### src/rtl/fetch_unit_pkg.sv
// fetch_unit_pkg: fetch state encoding, instruction size and queue entry layout
package fetch_unit_pkg;
  typedef enum logic [1:0] {FETCH, DRAIN, HALT} fetch_state_e;
  localparam int INSTR_BYTES = 4;
  typedef struct packed {
    logic [31:0] pc;
    logic [31:0] instr;
  } q_entry_t;
endpackage

### src/rtl/fetch_unit_sync_fifo.sv
// sync_fifo: flushable FIFO; push and pop in the same cycle both take effect even when full
module sync_fifo #(
  parameter int W = 32,
  parameter int D = 2,
  localparam int AW = D > 1 ? $clog2(D) : 1,
  localparam int CW = $clog2(D + 1)
) (
  input  logic          clk,
  input  logic          rst_n,
  input  logic          flush,
  input  logic          push,
  input  logic [W-1:0]  din,
  input  logic          pop,
  output logic [W-1:0]  dout,
  output logic          full,
  output logic          empty,
  output logic [CW-1:0] count
);
  logic [W-1:0] mem_q [D];
  logic [AW-1:0] wr_q, wr_d, rd_q, rd_d;
  logic [CW-1:0] cnt_q, cnt_d;
  logic do_push, do_pop;
  assign full = cnt_q == CW'(D);
  assign empty = cnt_q == '0;
  assign count = cnt_q;
  assign dout = mem_q[rd_q];
  assign do_pop = pop && !empty;
  assign do_push = push && (!full || do_pop);
  always_comb begin
    wr_d = flush ? '0 : !do_push ? wr_q : wr_q == AW'(D - 1) ? '0 : wr_q + 1'b1;
    rd_d = flush ? '0 : !do_pop ? rd_q : rd_q == AW'(D - 1) ? '0 : rd_q + 1'b1;
    cnt_d = flush ? '0 : cnt_q + CW'(do_push) - CW'(do_pop);
  end
  always_ff @(posedge clk or negedge rst_n) begin
    if (!rst_n) begin
      wr_q <= '0;
      rd_q <= '0;
      cnt_q <= '0;
    end else begin
      wr_q <= wr_d;
      rd_q <= rd_d;
      cnt_q <= cnt_d;
    end
  end
  // Storage needs no reset: readers qualify dout with empty.
  always_ff @(posedge clk) begin
    if (do_push && !flush) mem_q[wr_q] <= din;
  end
endmodule

### src/rtl/fetch_unit.sv
// fetch_unit: in-order instruction fetch with queue, redirect flush and stale-response drain.
// FETCH_MISALIGN_TRAP_EN: misaligned redirect targets halt fetch and raise sticky oMisalign.
module fetch_unit
  import fetch_unit_pkg::*;
#(
  parameter logic [31:0] RESET_PC = 32'h0000_0000,
  parameter int          QDEPTH   = 2
) (
  input  logic        iClk,
  input  logic        iRstN,
  input  logic        iPCSrc,
  input  logic [31:0] iImmExt,
  input  logic [31:0] iBranchPC,
  output logic        oMemReq,
  output logic [31:0] oMemAddr,
  input  logic        iMemRvalid,
  input  logic [31:0] iMemRdata,
  output logic        oInstrValid,
  input  logic        iInstrReady,
  output logic [31:0] oInstr,
  output logic [31:0] oPC,
  output logic        oMisalign
);
  localparam int CW = $clog2(QDEPTH + 1);
  fetch_state_e state_q, state_d;
  logic [31:0] fpc_q, fpc_d, target, pf_pc;
  logic [CW-1:0] disc_q, disc_d, iq_cnt, pf_cnt;
  logic [CW:0] in_use;
  q_entry_t iq_head;
  logic iq_full, iq_empty, pf_full, pf_empty;
  logic pop, rsp_acc, rsp_push, misalign;
  logic unused_full;
  assign unused_full = &{1'b0, iq_full, pf_full};
  assign pop = !iq_empty && iInstrReady;
  // A slot freed by this cycle's pop is reusable immediately, sustaining one fetch per cycle.
  assign in_use = {1'b0, iq_cnt} + {1'b0, pf_cnt} - (CW + 1)'(pop);
  assign oMemReq = iRstN && state_q == FETCH && in_use < (CW + 1)'(QDEPTH);
  assign oMemAddr = fpc_q;
  assign rsp_acc = iMemRvalid && (disc_q != '0 || !pf_empty);
  assign rsp_push = iMemRvalid && disc_q == '0 && !pf_empty;
  assign oInstrValid = !iq_empty;
  assign oInstr = iq_empty ? '0 : iq_head.instr;
  assign oPC = iq_empty ? RESET_PC : iq_head.pc;
`ifdef FETCH_MISALIGN_TRAP_EN
  logic misalign_q, misalign_d;
  assign target = iBranchPC + iImmExt;
  assign misalign = |target[1:0];
  assign oMisalign = misalign_q;
  always_comb misalign_d = iPCSrc ? misalign : misalign_q;
  always_ff @(posedge iClk or negedge iRstN) begin
    if (!iRstN) misalign_q <= 1'b0;
    else misalign_q <= misalign_d;
  end
`else
  assign target = (iBranchPC + iImmExt) & ~32'h3;
  assign misalign = 1'b0;
  assign oMisalign = 1'b0;
`endif
  // On redirect every request still in flight, including one issued now, becomes a discard.
  always_comb begin
    fpc_d = iPCSrc ? target : oMemReq ? fpc_q + 32'(INSTR_BYTES) : fpc_q;
    disc_d = iPCSrc ? disc_q + pf_cnt + CW'(oMemReq) - CW'(rsp_acc)
                    : disc_q - CW'(rsp_acc && disc_q != '0);
    state_d = iPCSrc ? (misalign ? HALT : disc_d != '0 ? DRAIN : FETCH)
                     : (state_q == DRAIN && disc_d == '0) ? FETCH : state_q;
  end
  always_ff @(posedge iClk or negedge iRstN) begin
    if (!iRstN) begin
      state_q <= FETCH;
      fpc_q <= RESET_PC;
      disc_q <= '0;
    end else begin
      state_q <= state_d;
      fpc_q <= fpc_d;
      disc_q <= disc_d;
    end
  end
  sync_fifo #(.W($bits(q_entry_t)), .D(QDEPTH)) u_iq (
    .clk(iClk), .rst_n(iRstN), .flush(iPCSrc), .push(rsp_push),
    .din(q_entry_t'{pc: pf_pc, instr: iMemRdata}), .pop(pop), .dout(iq_head),
    .full(iq_full), .empty(iq_empty), .count(iq_cnt)
  );
  sync_fifo #(.W(32), .D(QDEPTH)) u_pf (
    .clk(iClk), .rst_n(iRstN), .flush(iPCSrc), .push(oMemReq),
    .din(fpc_q), .pop(rsp_push), .dout(pf_pc),
    .full(pf_full), .empty(pf_empty), .count(pf_cnt)
  );
endmodule

### config.mk
export PLATFORM = sky130hd
export DESIGN_NAME = fetch_unit
export DESIGN_NICKNAME = d
export VERILOG_FILES = /design/src/rtl/fetch_unit_pkg.sv /design/src/rtl/fetch_unit_sync_fifo.sv /design/src/rtl/fetch_unit.sv
export SDC_FILE = /design/constraint.sdc
export NUM_CORES = 1
export LEC_CHECK = 0
export ABC_AREA = 1
export BUFFER_PORTS_ARGS = -buffer_cell sky130_fd_sc_hd__buf_2
export CAP_MARGIN = 20
export CORE_UTILIZATION = 40
export DETAILED_ROUTE_END_ITERATION = 10
export SLEW_MARGIN = 5
export SYNTH_ARGS = -nofsm -noshare
export SYNTH_HDL_FRONTEND = slang
export SYNTH_SLANG_ARGS = --single-unit
### constraint.sdc
create_clock -name iClk -period 13.8 [get_ports iClk]
set_clock_uncertainty 0.2 [all_clocks]
set_input_delay 1.38 -clock iClk [delete_from_list [all_inputs] [get_ports iClk]]
set_output_delay 1.38 -clock iClk [all_outputs]
set_load 0.005 [all_outputs]
Word-level counts from Yosys, hierarchy flattened
Memory sizes are Yosys's and may differ from the RTL's.
Cells that the tools add are included.
Storage, ports and cells
  bits in registers: 44
  bits in latches: 0
  bits in writable memories: 192
  memory bits (read-only): 0
  bits of input ports: 101
  output and inout port bits: 99
  logic and storage cells: 92
  memories kept: 2
Memory list
  u_iq.mem_q: depth 2, width 64, read ports 1, clocked after Yosys merged registers in 0, write ports 1, RTL line fetch_unit_sync_fifo.sv:19  | logic [W-1:0] mem_q [D];
  u_pf.mem_q: depth 2, width 32, read ports 1, clocked after Yosys merged registers in 0, write ports 1, RTL line fetch_unit_sync_fifo.sv:19
Operators by class
  add/sub/neg operators: 16
  $mul: 0
  divide/modulo/power cells: 0
  order comparisons: 1
  equal/unequal tests: 3
  shift-type cells: 0
  muxes and demuxes: 26
  bitwise logic cells: 0
  reductions and logical operators: 35
Operators by type and width (count)
  32-bit two-way mux: 4
  32-bit by 3-bit adder with 32-bit output (second input constant): 1
  32-bit adder: 1
  1-bit two-way mux: 17
  2-bit nonzero test: 8
  1-bit logical AND: 14
  2-bit logical NOT: 5
  2-bit two-way mux: 5
  2-bit by 1-bit subtractor with 2-bit output: 4
  2-bit by 1-bit adder with 2-bit output: 3
  1-bit logical NOT: 5
  1-bit adder (second input constant): 4
  2-bit == test (second input constant): 2
  2-bit by 2-bit adder with 3-bit output: 1
  1-bit logical OR: 3
  3-bit by 2-bit less-than comparator with 1-bit output (second input constant): 1
  3-bit by 1-bit subtractor with 3-bit output: 1
  2-bit adder: 1
  2-bit by 1-bit == test with 1-bit output (second input constant): 1

Logic depth before layout (Yosys ltp)
  depth in word-level cells: 13
  gate-level depth with buffers: 17
  gate-level depth less buffers: 17

By module
A second synthesis with hierarchy kept.
Second synthesis, totals
  cells, all modules: 1588
  area, all modules: 12938.7 µm²
By module, submodules not included
  fetch_unit: instances 1, cells each 1005, area each 5421.4 µm², seq. area each 825.8 µm²
  sync_fifo (u_iq): instances 1, cells each 373, area each 4912.2 µm², seq. area each 3943.8 µm²
  sync_fifo (u_pf): instances 1, cells each 210, area each 2605.0 µm², seq. area each 2021.9 µm²

Least setup slack after synthesis
OpenSTA, ideal clock, no wires.
  path kind: input -> register
  start point: input port iPCSrc
  end point: memory u_iq.mem_q[1][0] (netlist name), enable pin
  library setup time: 0.482 ns
  arrival time: 4.623 ns
  required time: 13.118 ns
  path slack: 8.495 ns
  stages on the path: 5
  buffers on the path: 2
  cell sequence: buf_2 -> inv_1 -> clkbuf_1 -> nand2_1 -> nor2_1
Between the ends
  cells in the longest elaborated chain, start to end: 4
RTL lines
  start: declaration: RTL line fetch_unit.sv:11  | input logic iPCSrc,
  1-bit logical NOT: RTL line fetch_unit_sync_fifo.sv:47  | if (do_push && !flush) mem_q[wr_q] <= din;
  1-bit logical AND: RTL line fetch_unit_sync_fifo.sv:47
  1-bit two-way mux: RTL line fetch_unit_sync_fifo.sv:47
  1-bit two-way mux (not written as such): RTL line fetch_unit_sync_fifo.sv:47
  end: declaration: RTL line fetch_unit_sync_fifo.sv:19
No other way between the ends.

Worst setup path after layout
  start point: register u_iq.cnt_q[1] (netlist: u_iq.count[1])
  end point: output port oMemReq
Between the ends
  cells in the longest elaborated chain, start to end: 6
  elaborated cells between the ends (all ways): 7
  those cells by class: add/sub: 2; order compare: 1; reduce/logical: 4
RTL lines
  start: declaration: RTL line fetch_unit_sync_fifo.sv:21  | logic [CW-1:0] cnt_q, cnt_d;
  start signal: assignment: RTL line fetch_unit_sync_fifo.sv:42  | cnt_q <= cnt_d;
  parallel branches: the longest is 3 deep, another holds 2-bit by 2-bit adder with 3-bit output
  3-bit by 1-bit subtractor with 3-bit output (*): RTL line fetch_unit.sv:36  | assign in_use = {1'b0, iq_cnt} + {1'b0, pf_cnt} - (CW + 1)'(pop);
  3-bit by 2-bit less-than comparator with 1-bit output (*): RTL line fetch_unit.sv:37  | assign oMemReq = iRstN && state_q == FETCH && in_use < (CW + 1)'(QDEPTH);
  1-bit logical AND (*): RTL line fetch_unit.sv:37
  end: declaration: RTL line fetch_unit.sv:14  | output logic oMemReq,
Every way passes the cells marked *.

==> results.cfg <==
[sta]
finalHoldViolCount = 0
grt_setup_unrepaired = no
fin_ws_ns = 8.63
drv_slew = 0
setup_viol = 0
fmax_mhz = 194
setup_tns_ns = 0
maxSlewHeadroom = 0.356
tightestPinTransition_ns = 0.964
finalCritPeriodShare = 0.374
period_needed_ns = 5.17

[global_route]
grtUsageMet3 = 0.0297
grt_max_degree = 65
grt_pass1_wl_um = 47000
use_met1 = 0.253
track_usage = 0.191
overflow = 0
grt_pass1_vias = 9023
gr-usage-met2 = 0.324
antenna_found_initial = 0
top_usage_layer = met2

[route]
antenna_left = 0
wirelength_um = 29700
wire_per_inst_um = 14.8
drcViolationCount = 0
dr.pass1.iters = 7
num_vias = 9601
drtIter0Drc = 501
viasPerCell = 4.79

[clocking]
clockBufferDepth = 3
post-cts-setup-buffers = 0
cts_root_buffer = clkbuf_16
cts_htree_levels = 1
postCtsHoldBufs = 0
cts_resized = 0
insertion_delay_ns = 0.50
cts.clk_slew.worst_paths_ns = 0.06
clock_sinks = 225
cts_buffers = 22
cts_tree = yes

[placed_design]
port_buffers = 194
dp.cells = 1963
pre_cts_slack_ns = 8.76
hpwl_um = 21200
gp_congestion = 0.854

[final_layout]
syn_to_final_growth_pct = 17.4
drive_above_1_share = 0.177
fin_cells = 2005
diodes = 0
fillers = 2940
final_nets = 1741

[floorplanning]
design.core.area_mm2 = 0.0298
die_x_um = 176
die_h_um = 176
initial_core_util = 0.408
die_area_mm2 = 0.0311
ios = 200
rows = 63

[worst_setup_path]
worstPathMaxFanout = 64
timing.reg2reg.setup_slack_ns = 9.51
critPathArrivalTime_ns = 3.59
critPathSlowestCell = buf_4
startpoint_type = register
worstSetupEndpointType = primary output
max_stage_delay_ns = 0.56
critical_path.cell_chain = nor2_4 -> buf_4 -> nor2_1 -> ha_1 -> inv_1 -> nand2_1 -> fa_1 -> inv_1 -> nor2_1 -> nand2_2 -> inv_4 -> buf_2
cp_data_required_time_ns = 12.22
crit_type = register to primary output

[synth]
synthTopCellsByArea = edfxtp_1, nand2_1, dfrtp_1
syn_area_mm2 = 0.0121
synth_top_cell_by_area = edfxtp_1
ys_warn_count = 0
synthTopCellsByCount = nand2_1, edfxtp_1, inv_1
syn_inst = 1408
synth_ff_type = edfxtp_1
synth_edf_count = 184
yosysSeqAreaShare = 0.539
ys_types = 48
synthArstFlopShare = 0.182
ys_ff_latch = 225
synth.most_common_cell = nand2_1
syn_area_per_cell_um2 = 8.63
yosysTopAreaCellShare = 0.455

[power]
power_leakage_nw = 6.56
p_per_area_mw_per_mm2 = 163
ir_worst_vdd_v = 0.000100

[status]
outcome = completed

[run]
drv_cap = 0

[hold_path]
hold_class = register to register
-- per-stage QoR --
step	cell area (µm²)	utilization	total power [W]	hold slack, ns
2_1_floorplan	12200	-	0.00144	0.258
3_3_place_gp	13500	0.454	0.00174	0.296
3_5_place_dp	13500	0.454	0.00176	0.303
4_1_cts	14200	0.477	0.00234	0.315
5_1_grt	14300	0.479	0.00248	0.336
6_report	14300	0.479	0.00232	0.315
-- critical path: cells and delay by family, from the launching register on --
family | cells | cell delay (ns)
buffers and inverters | 5 | 1.08
adders and majority gates | 2 | 0.80
and+or+nand+nor | 5 | 0.74
DFF | 1 | 0.45
-- registers in the layout, summed over array words and instances (netlist names) --
signal	cells
u_iq.wr_q	1
u_iq.mem_q	124
oMemAddr	30
disc_q	2
u_iq.rd_q	1
u_pf.rd_q	1
u_pf.wr_q	1
u_pf.mem_q	60
u_iq.count	2
state_q	1
u_pf.count	2
-- cell type report --
cell class / instances / area, µm² / area share
flip-flops and latches: 225 / 6550 / 0.459
well taps: 390 / 488 / 0.0342
repair buffers: 204 / 1070 / 0.0751
clock buffers: 28 / 594 / 0.0417
clock inverters: 12 / 108 / 0.00754
inverters: 168 / 636 / 0.0445
multi-input cells: 978 / 4820 / 0.338
-- logic make-up after synthesis --
logic type | Yosys count | share of synthesized area
xor gates and xnor gates | 25 | 0.0180
DFF | 225 | 0.539
buffers and inverters | 209 | 0.0676
adders and majority gates | 41 | 0.0435
AOI/OAI and AO/OA | 175 | 0.0770
other | 1 | 0.000309
and+or+nand+nor | 732 | 0.254
-- final timing paths --
kind,startpoint,endpoint,cells past startpoint
hold reg to reg,u_pf.wr_q,u_pf.wr_q,1
setup / recovery,u_iq.count[1],oMemReq,12
hold / removal,u_pf.wr_q,u_pf.wr_q,1
min in group asynchronous,iRstN,disc_q[0],1
setup reg to reg,u_iq.count[1],u_pf.mem_q[0][25],16
max in group asynchronous,iRstN,oMemAddr[26],2
-- power breakdown --
group	leakage [nW]	internal [W]	switching, W
combinational	4.08	0.000268	0.000498
clock	0.331	0.000342	0.000240
sequential	2.15	0.000856	0.000119
total	6.56	0.00147	0.000856
-- routing by layer --
layer,up-vias,share of wire,wire length (µm)
met5,-,0,0
met4,0,0.020,593
met3,36,0.061,1810
met2,269,0.47,13800
met1,4331,0.45,13500
li1,4965,-,-
-- layout by cell type (no fill, tap or decap), types with 15 or more instances in the layout --
master and n:
edfxtp_1 184, clkbuf_16 23, ha_1 39, nor2_1 88
o21ai_0 24, buf_2 194, nand3_1 46, nor3_1 15
inv_1 156, a21oi_1 116, dfrtp_1 40, xor2_1 16
nand2_1 518
No activity file was read; power rests on OpenSTA's default activity.
